### config.mk
export PLATFORM = sky130hd
export DESIGN_NAME = mem_port_arbiter
export DESIGN_NICKNAME = d
export VERILOG_FILES = /design/src/rtl/mem_port_arbiter.sv
export SDC_FILE = /design/constraint.sdc
export NUM_CORES = 1
export LEC_CHECK = 0
export CAP_MARGIN = 20
export CORE_AREA = 2 2 104 106
export DETAILED_ROUTE_END_ITERATION = 6
export DIE_AREA = 0 0 106 108
export DONT_BUFFER_PORTS = 1
export PLACE_DENSITY_LB_ADDON = 0.12
export REMOVE_ABC_BUFFERS = 1
export SETUP_SLACK_MARGIN = 0.5
export SLEW_MARGIN = 30
export SYNTH_ARGS = -nofsm -noshare
export SYNTH_HDL_FRONTEND = slang
export SYNTH_SLANG_ARGS = --single-unit
### constraint.sdc
create_clock -name clk -period 1.9 [get_ports clk]
set_clock_uncertainty 0.2 [all_clocks]
set_input_delay 0.19 -clock clk [delete_from_list [all_inputs] [get_ports clk]]
set_output_delay 0.19 -clock clk [all_outputs]
set_load 0.02 [all_outputs]
### src/rtl/mem_port_arbiter.sv
// mem_port_arbiter
//   Shares one single-ported synchronous memory (1-cycle read latency)
//   between the instruction-fetch port (if_*) and the load/store port (d_*).
//   At most one access is granted per cycle. The read response, or the store
//   acknowledge, is routed back to the port that owned the access one cycle
//   after the grant.
//
//   Arbitration (parameter RR):
//     RR=0 : data has priority. After STARVE_MAX consecutive data grants
//            while fetch waits, fetch is granted once.
//     RR=1 : round-robin. On a conflict the loser of the previous conflict
//            wins. Fetch wins the first conflict after reset.
//
//   Handshake: a port raises *_req and holds its command stable until *_gnt.
//   *_gnt is combinational in the request cycle, so the transfer happens on
//   the rising edge where req and gnt are both high. A port may also drop its
//   request before it is granted. Exactly one *_rvalid pulse follows each
//   grant, on the next cycle. Responses come back in grant order.
//
// Ports
//   clk, rst_n                      clock, async active-low reset
//   if_req/if_addr -> if_gnt        fetch command / accept
//   if_rvalid/if_rdata              fetch response
//   d_req/d_we/d_addr/d_be/d_wdata  load/store command -> d_gnt
//   d_rvalid/d_rdata                load data or store acknowledge (data 0)
//   mem_en/we/addr/be/wdata         memory command (all 0 when idle)
//   mem_rdata                       memory read data (cycle after a read)
module mem_port_arbiter #(
  parameter bit          RR         = 1'b0,
  parameter int unsigned STARVE_MAX = 4
) (
  input  logic        clk,
  input  logic        rst_n,
  input  logic        if_req,
  input  logic [29:0] if_addr,
  output logic        if_gnt,
  output logic        if_rvalid,
  output logic [31:0] if_rdata,
  input  logic        d_req,
  input  logic        d_we,
  input  logic [29:0] d_addr,
  input  logic [3:0]  d_be,
  input  logic [31:0] d_wdata,
  output logic        d_gnt,
  output logic        d_rvalid,
  output logic [31:0] d_rdata,
  output logic        mem_en,
  output logic        mem_we,
  output logic [29:0] mem_addr,
  output logic [3:0]  mem_be,
  output logic [31:0] mem_wdata,
  input  logic [31:0] mem_rdata
);

  localparam logic [3:0] LP_STARVE_MAX = 4'(STARVE_MAX);

  logic [3:0] r_starve_cnt;
  logic       r_last_conf;  // 0 = fetch won the last conflict, 1 = data won
  logic       r_owner;      // 0 = fetch, 1 = data; owner of the response slot
  logic       r_rd_pend;    // a read response is due this cycle
  logic       r_wr_ack;     // a store acknowledge is due this cycle

  logic       w_conflict;
  logic       w_d_win;
  logic       w_f_win;
  logic       w_if_gnt;
  logic       w_d_gnt;
  logic [3:0] w_starve_nxt;

  // Grant decision. A lone request always wins; only the conflict case
  // depends on the arbiter state. Grants are masked while reset is asserted
  // so nothing reaches the memory during reset.
  always_comb begin
    w_conflict = if_req & d_req;
    if (RR) begin
      w_d_win = d_req & (~if_req | ~r_last_conf);
    end else begin
      w_d_win = d_req & (~if_req | (r_starve_cnt < LP_STARVE_MAX));
    end
    w_f_win  = if_req & ~w_d_win;
    w_if_gnt = w_f_win & rst_n;
    w_d_gnt  = w_d_win & rst_n;
  end

  // Starvation counter: counts data grants taken while fetch is waiting,
  // saturating at STARVE_MAX. Any cycle without a fetch request, or a fetch
  // grant, ends the starvation run.
  always_comb begin
    w_starve_nxt = r_starve_cnt;
    if (RR || !if_req || w_if_gnt) begin
      w_starve_nxt = '0;
    end else if (w_d_gnt && (r_starve_cnt < LP_STARVE_MAX)) begin
      w_starve_nxt = r_starve_cnt + 4'd1;
    end
  end

  always_ff @(posedge clk or negedge rst_n) begin
    if (!rst_n) begin
      r_starve_cnt <= '0;
      r_last_conf  <= 1'b1;
      r_owner      <= 1'b0;
      r_rd_pend    <= 1'b0;
      r_wr_ack     <= 1'b0;
    end else begin
      r_starve_cnt <= w_starve_nxt;
      if (RR && w_conflict) begin
        r_last_conf <= w_d_gnt;
      end
      if (w_if_gnt || w_d_gnt) begin
        r_owner <= w_d_gnt;
      end
      r_rd_pend <= w_if_gnt | (w_d_gnt & ~d_we);
      r_wr_ack  <= w_d_gnt & d_we;
    end
  end

  // Memory command, driven from the winner only.
  assign if_gnt    = w_if_gnt;
  assign d_gnt     = w_d_gnt;
  assign mem_en    = w_if_gnt | w_d_gnt;
  assign mem_we    = w_d_gnt & d_we;
  assign mem_addr  = w_d_gnt ? d_addr  : (w_if_gnt ? if_addr : 30'd0);
  assign mem_be    = w_d_gnt ? d_be    : (w_if_gnt ? 4'hF    : 4'h0);
  assign mem_wdata = w_d_gnt ? d_wdata : 32'd0;

  // Response routing. Store acknowledges carry zero data.
  assign if_rvalid = r_rd_pend & ~r_owner & rst_n;
  assign d_rvalid  = (r_rd_pend | r_wr_ack) & r_owner & rst_n;
  assign if_rdata  = if_rvalid ? mem_rdata : 32'd0;
  assign d_rdata   = (d_rvalid & r_rd_pend) ? mem_rdata : 32'd0;

endmodule
==> flow_summary.json, run 1 <==
{
  "cts_buffers": 3,
  "finalCritPeriodShare_pct": 95.8,
  "final_hold_viol_count": 0,
  "synth-seq-cells": 7,
  "multi_input_area_um2": 1620,
  "clkTransAtPathRegs_ps": 50,
  "dieArea_um2": 11400,
  "internal-power_w": 0.000538,
  "syn_avg_cell_area_um2": 6.58,
  "cts_tree": "built",
  "route.detailed.drc": 0,
  "switching_power_w": 0.000354,
  "gp_congestion": 0.738,
  "netlist_area_um2": 1710,
  "die_x_um": 106,
  "dp_slack_ps": 294,
  "fin_util_pct": 26.2,
  "ys_seq_area_share_pct": 10.2,
  "status": "complete, no violations",
  "switching_share_pct": 39.7,
  "die_h_um": 108,
  "setup_viol_count_final": 0,
  "cts_htree_levels": 1,
  "cts_buffer_depth": 2,
  "synth_top_area_share_pct": 24.1,
  "drive_gt1_share_pct": 58.6,
  "fin_crit_ps": 1820,
  "synth_cell_types": 25,
  "detail_route.wl_per_cell_um": 22.8,
  "grt_usage_pct": 14.3,
  "power_density_nw_per_um2": 333,
  "crit_arrival_ps": 1430,
  "drt-total-wl_um": 9830,
  "place_area_um2": 2010,
  "root_buffer": "clkbuf_8",
  "grt_max_degree": 78,
  "critPathLaunch": "r_starve_cnt[3]",
  "max_freq_mhz": 550,
  "hold_path_startpoint": "if_req",
  "rows": 37,
  "synthCells": 260,
  "nFillCells": 1129,
  "placed_cells": 404,
  "fin_area_um2": 2680,
  "syn2layout_area_growth_pct": 56.7,
  "antenna_found_initial": 0,
  "dr.pass1.iters": 4,
  "ios": 269,
  "p_seq_share_pct": 18.2,
  "rrSetupSlack_ps": 360,
  "diodes": 0,
  "netlist.top_cell.by_area": "and2_1",
  "vias": 2218,
  "nNetsFinal": 430,
  "reg2reg_to": "r_starve_cnt[1]",
  "core_um2": 10200,
  "grt_pass1_vias": 1997,
  "cp-endpoint": "mem_addr[25]",
  "critical_path_class": "reg -> out",
  "rr_worst_depth": 5,
  "stdcell_count": 431,
  "portBuffers": 0,
  "crit_path_end_kind": "output pin",
  "initial_utilization_pct": 16.7,
  "worstMarginPinSlew_ps": 401,
  "slew_headroom_pct": 73.2,
  "grt_pass1_wl_um": 12400,
  "cp_max_fo": 20,
  "leakage_nw": 1.17,
  "synth.top_cells.by_area": "and2_1, nand3_1, o22ai_1, and3_1, dfrtp_1",
  "seq_area_um2": 179,
  "ys_warn_count": 0,
  "whs_ps": 55.0,
  "clk_latency_ps": 230,
  "setup_slack_ps": 80.5,
  "cp-start-kind": "flop",
  "ant_nets": 0,
  "rsz0062_at_grt": "true",
  "clkSinkCount": 7,
  "grt_overflow": 0,
  "detail_route.iter0.violations": 85,
  "peakVddDrop_v": 0.000127,
  "drv_slew": 0,
  "viasPerCell": 5.15,
  "hold_path.class": "in -> reg",
  "regToRegStartpoint": "r_starve_cnt[3]",
  "p_comb_share_pct": 57.4,
  "maxCapViolCount": 0,
  "pwr-share-clk_pct": 24.5,
  "worst-endpoint-required_ps": 1510
}
metrics by stage:
stage	power [W]	setup TNS (ps)
after floorplan	0.000437	-19150
after global placement	0.000548	0
after CTS	0.000854	0
after detailed placement	0.000546	0
final	0.000892	0
after global routing	0.000933	0
synthesized netlist by cell type:
| cell type | number |
|---|---|
| a22o_1 | 2 |
| a32o_1 | 2 |
| and2_1 | 66 |
| and2_4 | 1 |
| and3_1 | 33 |
| and3_2 | 1 |
| and3b_1 | 2 |
| buf_2 | 17 |
| buf_4 | 5 |
| buf_6 | 5 |
| clkbuf_1 | 2 |
| clkbuf_2 | 6 |
| clkbuf_4 | 1 |
| dfrtp_1 | 7 |
| ha_1 | 1 |
| nand2_1 | 2 |
| nand3_1 | 64 |
| nor2_1 | 2 |
| nor2b_1 | 1 |
| nor3b_2 | 1 |
| o211a_1 | 1 |
| o21a_1 | 2 |
| o21ai_2 | 1 |
| o22ai_1 | 34 |
| o32ai_1 | 1 |
worst min-delay path by stage:
stage | end | slack [ps] | cells after the start
5_1_grt | r_starve_cnt[3] | 60 | 2
2_1_floorplan | r_owner | -310 | 0
3_5_place_dp | r_starve_cnt[3] | -300 | 0
3_3_place_gp | r_wr_ack | -300 | 0
6_report | r_starve_cnt[0] | 60 | 2
4_1_cts | r_rd_pend | -50 | 2
sequential cells by signal (all words and copies together) (netlist names):
name	cells
r_starve_cnt	4
r_owner	1
r_wr_ack	1
r_rd_pend	1
logic make-up after synthesis:
kind of cell,after synthesis,synth area share (%)
simple gates,173,58.8
buf+inv,36,13.1
compound gates,43,17.1
fa+ha+maj,1,0.731
flops,7,10.2
metal layers:
layer,global-route usage (%),up-vias,share of wire [%]
met2,29.5,176,56
met5,0,-,0
li1,-,1010,-
met1,13.9,1030,33
met4,3.85,0,0.60
met3,3.86,2,10
placed cells by master (no fill, tap or decap), types with 2 or more instances in the layout:
| cell | count |
|---|---|
| a22o_1 | 2 |
| and2_4 | 65 |
| and3_4 | 14 |
| a32o_1 | 2 |
| clkbuf_16 | 3 |
| dfrtp_2 | 3 |
| buf_6 | 13 |
| and2_1 | 2 |
| buf_4 | 38 |
| clkbuf_8 | 3 |
| and3_2 | 23 |
| buf_12 | 4 |
| nor2_1 | 2 |
| dfrtp_1 | 4 |
| o22ai_1 | 33 |
| nand2_1 | 2 |
| dlygate4sd3_1 | 4 |
| nand3_1 | 64 |
critical path: stages, from the launching register on:
cell,delay (ps)
dfrtp_2,440
nor3b_4,250
buf_6,220
o22ai_1,120
buf_4,170
cell type report:
type | instances | share of cell area [%]
multi-input cells | 220 | 60.4
repair buffers | 64 | 24.9
flip-flops and latches | 7 | 6.67
well taps | 136 | 6.35
clock buffers | 4 | 1.68
power groups by stage:
stage / Clock (W) / Sequential, W / Combinational (W)
6_report: 0.000218 / 0.000162 / 0.000512
5_1_grt: 0.000233 / 0.000163 / 0.000538
4_1_cts: 0.000226 / 0.000162 / 0.000465
3_5_place_dp: 0 / 0.000163 / 0.000383
3_3_place_gp: 0 / 0.000163 / 0.000385
2_1_floorplan: 0 / 0.000162 / 0.000275
repair_timing:
| item | 4_1_cts | 5_1_grt |
|---|---|---|
| cloned | 4 | 4 |
| setup endpoints to repair | 135 | 140 |
| gates resized for setup | 172 | 30 |
| endpoints found under the hold margin | 8 | 9 |
| hold buffers | 2 | 3 |
| setup buffers | 6 | 4 |
| pin swaps | 13 | 54 |
(Power assumes the default switching activity.)
==> inputs of run 2 (changes only) <==
Settings changed: CORE_AREA 2 2 104 106 to 2 2 105 107, DIE_AREA 0 0 106 108 to 0 0 107 109, DONT_BUFFER_PORTS 1 to unset, HOLD_SLACK_MARGIN set to 0.12.
==> flow_summary.json, run 2 (synthesized netlist as in run 1, its figures left out) <==
{
  "final_common_cell": "buf_6",
  "dieArea_um2": 11700,
  "die_h_um": 109,
  "clkTransAtPathRegs_ps": 40,
  "detail_route.iter0.violations": 123,
  "initial_utilization_pct": 16.1,
  "die_x_um": 107,
  "peakVddDrop_v": 0.000183,
  "final_cell_mix": "buf_6, clkdlybuf4s50_1, and2_4",
  "maxCapViolCount": 0,
  "gp_congestion": 0.772,
  "nNetsFinal": 690,
  "hold_path.class": "reg -> reg",
  "finalCritPeriodShare_pct": 99.8,
  "route.detailed.drc": 0,
  "diodes": 0,
  "status": "complete, no violations",
  "leakage_nw": 2.51,
  "rows": 38,
  "cts_buffer_depth": 2,
  "clk_latency_ps": 230,
  "largest_reg_flops": 4,
  "setup_slack_ps": 3.04,
  "crit_arrival_ps": 1510,
  "drt-total-wl_um": 12200,
  "fin_area_um2": 5700,
  "ios": 269,
  "portBuffers": 268,
  "detail_route.wl_per_cell_um": 17.5,
  "root_buffer": "clkbuf_8",
  "rsz0062_at_grt": "true",
  "fin_crit_ps": 1900,
  "crit_path_end_kind": "output pin",
  "slew_headroom_pct": 75.9,
  "antenna_found_initial": 0,
  "place_area_um2": 4580,
  "syn2layout_area_growth_pct": 233,
  "cts_tree": "built",
  "worst-endpoint-required_ps": 1510,
  "grt_overflow": 0,
  "cts_htree_levels": 1,
  "largest_register": "r_starve_cnt",
  "final_hold_viol_count": 0,
  "critical_path_class": "reg -> out",
  "viasPerCell": 4.63,
  "drv_slew": 0,
  "rrSetupSlack_ps": 300,
  "grt_usage_pct": 17.7,
  "clkSinkCount": 7,
  "nFillCells": 987,
  "power_density_nw_per_um2": 253,
  "grt_pass1_wl_um": 16200,
  "grt_pass1_vias": 3048,
  "drive_gt1_share_pct": 58.2,
  "worstMarginPinSlew_ps": 361,
  "fin_util_pct": 53.8,
  "dp_slack_ps": -449,
  "max_freq_mhz": 527,
  "cp-start-kind": "flop",
  "cts_buffers": 3,
  "cp_max_fo": 8,
  "finalPower_w": 0.00144,
  "setup_viol_count_final": 0,
  "dr.pass1.iters": 4,
  "core_um2": 10600,
  "ant_nets": 0,
  "vias": 3219,
  "grt_max_degree": 27,
  "hpwlAfterDp_um": 7990
}
==> run 2: changes by cell type in the layout (fill, tap and decap cells not counted), sizes merged <==
| cell | change |
|---|---|
| buf | +131 |
| dlymetal6s4s | -1 |
| dlygate4sd3 | -3 |
| clkbuf | +3 |
| clkdlybuf4s50 | +129 |
| and2 | +1 |
==> run 2: final timing paths <==
| check | startpoint | to | cells past startpoint |
|---|---|---|---|
| setup / recovery | r_owner | if_rdata[11] | 5 |
| hold / removal | r_starve_cnt[1] | r_starve_cnt[1] | 1 |
| setup reg to reg | r_starve_cnt[3] | r_starve_cnt[1] | 6 |
| hold reg to reg | r_starve_cnt[1] | r_starve_cnt[1] | 1 |
| max in group asynchronous | rst_n | r_rd_pend | 3 |
| min in group asynchronous | rst_n | r_starve_cnt[0] | 3 |
==> run 2: power breakdown <==
part	switching (W)	internal (W)
sequential	0.00000862	0.000157
clock	0.0000672	0.000145
combinational	0.000435	0.000628
total	0.000511	0.000930
==> run 2: layout make-up <==
cell class                 instances  area (µm²)  area share (%)
clock buffer                       4        45.0           0.790
sequential                         7         180            3.16
multi-input combinational        221        1840            32.3
tap                              140         175            3.07
timing repair buffer             323        3460            60.7
==> run 2: timing repair <==
| item | CTS | global route |
|---|---|---|
| setup endpoints to repair | 141 | 142 |
| buffers inserted | 12 | 9 |
| cloned | 10 | 4 |
| pin swaps | 19 | 68 |
| gates resized for setup | 680 | 267 |
| hold endpoints to repair | 7 | 0 |
| hold buffers | 1 | 0 |
==> run 2: through the flow <==
| stage | cells | hold WS [ps] | TNS (ps) |
|---|---|---|---|
| after global placement | 655 | 69.7 | -35610 |
| after floorplan | 224 | -306 | -19150 |
| final | 695 | 304 | 0 |
| after global routing | 695 | 332 | -820 |
| after detailed placement | 655 | 74.1 | -36860 |
| after CTS | 682 | 309 | 0 |
==> run 2: worst max-delay path, cell delays in order, from the launching register on <==
cell	delay (ps)
dfrtp_2	440
and3b_2	310
buf_12	120
clkbuf_16	140
and2_4	140
buf_6	110
==> run 2: routing by layer <==
layer	vias to the layer above	GRT usage, %	part of all wire (%)
met4	0	3.99	1.1
met1	1498	18.1	35
met3	10	5.98	9.6
met2	168	34.6	54
met5	-	0	0
li1	1543	-	-
